===== config.mk =====
export PLATFORM = sky130hd
export DESIGN_NAME = ram_fifo_ctrl_flat
export DESIGN_NICKNAME = d
export VERILOG_FILES = /design/src/rtl/ram_fifo_ctrl_if.sv /design/src/rtl/ram_fifo_ctrl.sv /design/src/flat_wrapper.sv
export SDC_FILE = /design/constraint.sdc
export NUM_CORES = 1
export LEC_CHECK = 0
export CELL_PAD_IN_SITES_DETAIL_PLACEMENT = 1
export CELL_PAD_IN_SITES_GLOBAL_PLACEMENT = 1
export CORE_ASPECT_RATIO = 1.75
export CORE_MARGIN = 3
export CORE_UTILIZATION = 36
export DETAILED_ROUTE_END_ITERATION = 7
export MAX_ROUTING_LAYER = met4
export PLACE_DENSITY = 0.79
export RECOVER_POWER = 50
export SLEW_MARGIN = 10
export SYNTH_ARGS = -nofsm -noshare
export SYNTH_HDL_FRONTEND = slang
export SYNTH_SLANG_ARGS = --single-unit

===== constraint.sdc =====
create_clock -name clk -period 4.08 [get_ports clk]
set_input_delay 0.816 -clock clk [delete_from_list [all_inputs] [get_ports clk]]
set_output_delay 0.816 -clock clk [all_outputs]
set_load 0.005 [all_outputs]

===== src/rtl/ram_fifo_ctrl_if.sv =====
// Streaming push/pop handshakes plus the two RAM port connections of ram_fifo_ctrl.
// Valid/ready rule for both streams: a word moves on a rising edge where valid && ready;
// valid never waits on ready, and data is stable while valid is high and ready is low.
interface ram_fifo_ctrl_if #(
  parameter int AWID = 8,
  parameter int DWID = 16
);
  logic            s_valid;
  logic            s_ready;
  logic [DWID-1:0] s_data;
  logic            m_valid;
  logic            m_ready;
  logic [DWID-1:0] m_data;
  logic            wr_we;
  logic [DWID-1:0] wr_din;
  logic [AWID-1:0] wr_addr;
  logic [AWID-1:0] rd_addr;
  logic [DWID-1:0] rd_dout;
  logic [AWID+1:0] level;

  modport slave (
    input  s_valid, s_data, m_ready, rd_dout,
    output s_ready, m_valid, m_data, wr_we, wr_din, wr_addr, rd_addr, level
  );

  modport master (
    output s_valid, s_data, m_ready, rd_dout,
    input  s_ready, m_valid, m_data, wr_we, wr_din, wr_addr, rd_addr, level
  );
endinterface


===== src/rtl/ram_fifo_ctrl.sv =====
// FIFO controller around a two-port RAM with a registered read port; a 2-entry
// output buffer hides the read latency so the pop side streams one word per cycle.
module ram_fifo_ctrl #(
  parameter int DEPTH = 256,
  parameter int AWID  = 8,
  parameter int DWID  = 16
) (
  input  logic               clk,
  input  logic               rst_n,
  input  logic               clear,
  ram_fifo_ctrl_if.slave     bus
);
  localparam logic [AWID:0] DEPTH_L = (AWID+1)'(DEPTH);

  logic [AWID:0]   wr_ptr_q, wr_ptr_d;
  logic [AWID:0]   rd_ptr_q, rd_ptr_d;
  logic            rd_pend_q, rd_pend_d;
  logic [1:0]      buf_cnt_q, buf_cnt_d;
  logic [DWID-1:0] buf0_q, buf0_d;
  logic [DWID-1:0] buf1_q, buf1_d;

  logic [AWID:0]   ram_used;
  logic            push_ok;
  logic            push;
  logic            pop;
  logic [2:0]      occ;
  logic            rd_go;

  assign ram_used = wr_ptr_q - rd_ptr_q;
  // s_ready is held low during reset, not just after it, hence the rst_n term.
  assign push_ok  = rst_n & ~clear & (ram_used != DEPTH_L);
  assign push     = bus.s_valid & push_ok;
  assign pop      = (buf_cnt_q != 2'd0) & bus.m_ready & ~clear;
  // Buffer slots that will be committed after this edge; a read may issue only
  // if its returning word is guaranteed a free slot.
  assign occ      = {1'b0, buf_cnt_q} + {2'b00, rd_pend_q} - {2'b00, pop};
  assign rd_go    = (ram_used != '0) & (occ < 3'd2) & ~clear;

  assign bus.s_ready = push_ok;
  assign bus.wr_we   = push;
  assign bus.wr_din  = bus.s_data;
  assign bus.wr_addr = wr_ptr_q[AWID-1:0];
  assign bus.rd_addr = rd_ptr_q[AWID-1:0];
  assign bus.m_valid = (buf_cnt_q != 2'd0);
  assign bus.m_data  = buf0_q;
  assign bus.level   = {1'b0, ram_used} + (AWID+2)'(rd_pend_q) + (AWID+2)'(buf_cnt_q);

  always_comb begin
    wr_ptr_d  = wr_ptr_q;
    rd_ptr_d  = rd_ptr_q;
    rd_pend_d = rd_go;
    buf_cnt_d = buf_cnt_q;
    buf0_d    = buf0_q;
    buf1_d    = buf1_q;
    if (push) wr_ptr_d = wr_ptr_q + 1'b1;
    if (rd_go) rd_ptr_d = rd_ptr_q + 1'b1;
    // Shift the buffer on pop first, then land the returning word in the first free slot.
    if (pop) buf0_d = buf1_q;
    if (rd_pend_q) begin
      if (occ == 3'd1) buf0_d = bus.rd_dout;
      else             buf1_d = bus.rd_dout;
    end
    buf_cnt_d = occ[1:0];
    if (clear) begin
      wr_ptr_d  = '0;
      rd_ptr_d  = '0;
      rd_pend_d = 1'b0;
      buf_cnt_d = 2'd0;
      buf0_d    = '0;
      buf1_d    = '0;
    end
  end

  always_ff @(posedge clk or negedge rst_n) begin
    if (!rst_n) begin
      wr_ptr_q  <= '0;
      rd_ptr_q  <= '0;
      rd_pend_q <= 1'b0;
      buf_cnt_q <= 2'd0;
      buf0_q    <= '0;
      buf1_q    <= '0;
    end else begin
      wr_ptr_q  <= wr_ptr_d;
      rd_ptr_q  <= rd_ptr_d;
      rd_pend_q <= rd_pend_d;
      buf_cnt_q <= buf_cnt_d;
      buf0_q    <= buf0_d;
      buf1_q    <= buf1_d;
    end
  end
endmodule


===== src/flat_wrapper.sv =====
// flat-port wrapper written by rule: the top's interface ports become plain ports
module ram_fifo_ctrl_flat 
#(
  parameter int DEPTH = 256,
  parameter int AWID  = 8,
  parameter int DWID  = 16
)
  (clk, rst_n, clear, bus_s_valid, bus_s_data, bus_m_ready, bus_rd_dout, bus_s_ready, bus_m_valid, bus_m_data, bus_wr_we, bus_wr_din, bus_wr_addr, bus_rd_addr, bus_level);
  ram_fifo_ctrl_if #(.AWID(AWID), .DWID(DWID)) bus_i ();
  input  logic clk;
  input  logic rst_n;
  input  logic clear;
  input wire logic [$bits(bus_i.s_valid)-1:0] bus_s_valid;
  input wire logic [$bits(bus_i.s_data)-1:0] bus_s_data;
  input wire logic [$bits(bus_i.m_ready)-1:0] bus_m_ready;
  input wire logic [$bits(bus_i.rd_dout)-1:0] bus_rd_dout;
  output wire logic [$bits(bus_i.s_ready)-1:0] bus_s_ready;
  output wire logic [$bits(bus_i.m_valid)-1:0] bus_m_valid;
  output wire logic [$bits(bus_i.m_data)-1:0] bus_m_data;
  output wire logic [$bits(bus_i.wr_we)-1:0] bus_wr_we;
  output wire logic [$bits(bus_i.wr_din)-1:0] bus_wr_din;
  output wire logic [$bits(bus_i.wr_addr)-1:0] bus_wr_addr;
  output wire logic [$bits(bus_i.rd_addr)-1:0] bus_rd_addr;
  output wire logic [$bits(bus_i.level)-1:0] bus_level;
  assign bus_i.s_valid = bus_s_valid;
  assign bus_i.s_data = bus_s_data;
  assign bus_i.m_ready = bus_m_ready;
  assign bus_i.rd_dout = bus_rd_dout;
  assign bus_s_ready = bus_i.s_ready;
  assign bus_m_valid = bus_i.m_valid;
  assign bus_m_data = bus_i.m_data;
  assign bus_wr_we = bus_i.wr_we;
  assign bus_wr_din = bus_i.wr_din;
  assign bus_wr_addr = bus_i.wr_addr;
  assign bus_rd_addr = bus_i.rd_addr;
  assign bus_level = bus_i.level;
  ram_fifo_ctrl #(.DEPTH(DEPTH), .AWID(AWID), .DWID(DWID)) u_core (.clk(clk), .rst_n(rst_n), .clear(clear), .bus(bus_i));
endmodule

==> metrics <==
status=finished clean; syn nets=449; initial core utilization=0.369; Die W=80.5 microns; Die ar.=0.0110 sq mm; pwr dens=624 mW/mm^2; slew at the pin closest to its max-slew limit=1.29 ns; Final Max Tran Viols=0; path category of the worst min-delay check=in -> async; CP arrival=3.10 ns; Top FF cell, synth=dfrtp_1; global-route wire length before repair=15.8 mm; largest net degree at the start of global routing=61; final hold vios=0; H-tree levels=2; highest ir drop seen on vdd=0.389 mV; via count=2,914; CTS Hold Bufs=0; sequential element share of the synthesized area=0.380; Final Total Pwr=0.00267 W; Critical Path RT=3.26 ns; most frequent cell after synthesis=dfrtp_1; Synth warnings=0; Root Driver=clkbuf_16; top cells by area, synth=dfrtp_1, buf_4, nand2_1, a21oi_1, ha_1; WL/cell=17.0 microns; I/O pins=98; nets@finish=488; vias per inst=5.23; register clock-pin slew on the reported worst setup and hold paths=0.07 ns; Final period util=0.960; Critical Path Start Type=register; Net Sw Power=0.00104 W; CTS buffer count=5; crit path cell chain=buf_4 -> ha_1 -> fa_2 -> fa_2 -> nor2b_2 -> nand4_1 -> nor2_2 -> xor2_1 -> clkdlybuf4s50_1; residual DRC count=0; Layout area overhead=22.4%; dpl hpwl=7.16 mm; core area=0.00947 sq mm; Routed WL=9.46 mm; Synth Cell Area=0.00349 sq mm; initial antenna violation count=1; register bit total from synthesis=53; Die H=136 microns; Synth area leader=dfrtp_1; Clock Sinks=53; Avg Cell Area, Syn=8.87 sq um; RePlAce Congestion=0.823; worst r2r src=u_core.wr_ptr_q[0]$_DFFE_PN0P_; Netlist cell types=46; vias in the first global route=3,207; clock group share of total power=0.182; Synth async-reset ratio=1.00; sequential power share=0.277; register area=0.00133 sq mm; Syn Inst Count=394; Worst path max stage delay=0.52 ns; Final Critical Period=3.92 ns; Worst-Skew Late Latency=0.29 ns; R2R depth=11; top cells by count, synth=dfrtp_1, nand2_1, a21oi_1; CP max FO=7; Max-Slew Margin vs Limit=0.141; Setup Crit Path Kind=reg -> out; Worst R2R Setup Slack=0.86 ns; Critical R2R Capture=u_core.rd_ptr_q[8]$_DFFE_PN0P_; Comb power frac=0.541; CTS tree=done; Sw Ratio=0.389; DR pass1 iterations=4; Post-synth EDFFs=0; clock skew=0.00766 ns; final hold slack=0.430 ns; internal cell power=0.00163 W; max_cap viols=0; Leak=1.82 nW; final setup fails=0; Max Freq=255 MHz; PortBufs=65; drt initial violations=112; Crit-path slowest cell=clkdlybuf4s50_1; footprint of the multi-input gates=0.00179 sq mm; Worst Setup EP=bus_level[8]; share of layout cells above drive strength 1=0.0968; remaining global-route overflow=0; post-synth top area share=0.380; Critical Path Most Common Cell=fa_2; fillcell total=1,104; total track usage=0.190; FP Rows=47; critical path startpoint=u_core.rd_ptr_q[0]$_DFFE_PN0P_; antenna-violating nets left=0; crit path capture type=output port; Longest Clk Path Bufs=2
[cells in the final DEF, fill, tap and decap left out, types with 13 or more instances in the layout]
master,count
o21ai_1,13
dlygate4sd3_1,14
nand2_1,49
a211oi_1,17
clkdlybuf4s50_1,47
nor2_1,28
mux2i_1,16
a21oi_1,36
or3_1,14
dfrtp_1,53
buf_4,15
inv_1,23
ha_1,14
[through the flow]
stage	setup TNS, ns	instances	setup WS [ns]	cell area [sq um]	utilization
floorplan	0	394	0.184	3490	-
global placement	0	545	0.200	4070	0.430
detailed placement	0	545	0.0823	4070	0.430
CTS	0	555	0.00137	4260	0.450
global route	-0.00568	557	-0.00568	4280	0.452
finish	0	557	0.163	4280	0.452
[per-layer routing]
metal	GRT usage	part of all wire	vias up	wire [microns]
li1	-	-	1397	-
met1	0.197	0.38	1453	3550
met2	0.354	0.58	53	5510
met3	0.0232	0.026	11	247
met4	0.0733	0.015	0	146
met5	-	0	-	0
[flip-flops by register name (all words and copies together), names as in the netlist]
name and count:
u_core.bus.m_data 16, u_core.rd_pend_q 1, u_core.wr_ptr_q 9, u_core.buf_cnt_q 2, u_core.buf1_q 16, u_core.rd_ptr_q 9
[critical path, delay by kind of cell, from the launching register on]
kind	cells	cell delay [ns]
flops	1	0.38
xor+xnor	1	0.17
fa+ha+maj	3	1.09
buf+inv	2	0.68
simple gates	3	0.47
[kinds of logic (layout without fill, tap and decap cells)]
group / after synthesis / after routing / share of synthesized area
buf+inv: 72 / 112 / 0.114
mux: 21 / 21 / 0.0619
flops: 53 / 53 / 0.380
simple gates: 139 / 139 / 0.206
xor+xnor: 12 / 12 / 0.0301
other cells: 0 / 1 / 0
fa+ha+maj: 18 / 18 / 0.0730
compound gates: 79 / 79 / 0.136
[how the worst min path moves through the flow]
stage / from / slack [ns] / end
finish: rst_n / 0.43 / u_core.wr_ptr_q[3]$_DFFE_PN0P_
detailed placement: u_core.buf1_q[4]$_DFFE_PN0P_ / 0.52 / u_core.buf1_q[4]$_DFFE_PN0P_
CTS: rst_n / 0.35 / u_core.wr_ptr_q[5]$_DFFE_PN0P_
global route: rst_n / 0.44 / u_core.wr_ptr_q[2]$_DFFE_PN0P_
floorplan: u_core.buf1_q[0]$_DFFE_PN0P_ / 0.50 / u_core.buf1_q[0]$_DFFE_PN0P_
global placement: u_core.buf1_q[2]$_DFFE_PN0P_ / 0.51 / u_core.buf1_q[2]$_DFFE_PN0P_
[timing repair]
action,in CTS,in global routing
buffers inserted,2,1
endpoints found under the setup margin,3,3
pin swaps,4,2
gates resized for setup,4,4
[area by class of cell]
cell class,count,area share
clock buffers,6,0.0301
inverters,23,0.0202
flip-flops and latches,53,0.310
well taps,122,0.0357
clock inverters,2,0.00906
repair buffers,81,0.177
diodes,1,0.000585
multi-input cells,269,0.417
[power by group through the flow]
| stage | Clock [W] | Sequential [W] | Combinational [W] |
|---|---|---|---|
| after floorplan | 0 | 0.000741 | 0.000829 |
| after global placement | 0 | 0.000746 | 0.00140 |
| after detailed placement | 0 | 0.000754 | 0.00145 |
| after CTS | 0.000501 | 0.000745 | 0.00148 |
| after global routing | 0.000523 | 0.000761 | 0.00161 |
| final | 0.000486 | 0.000741 | 0.00144 |
No activity file was read; power rests on OpenSTA's default activity.
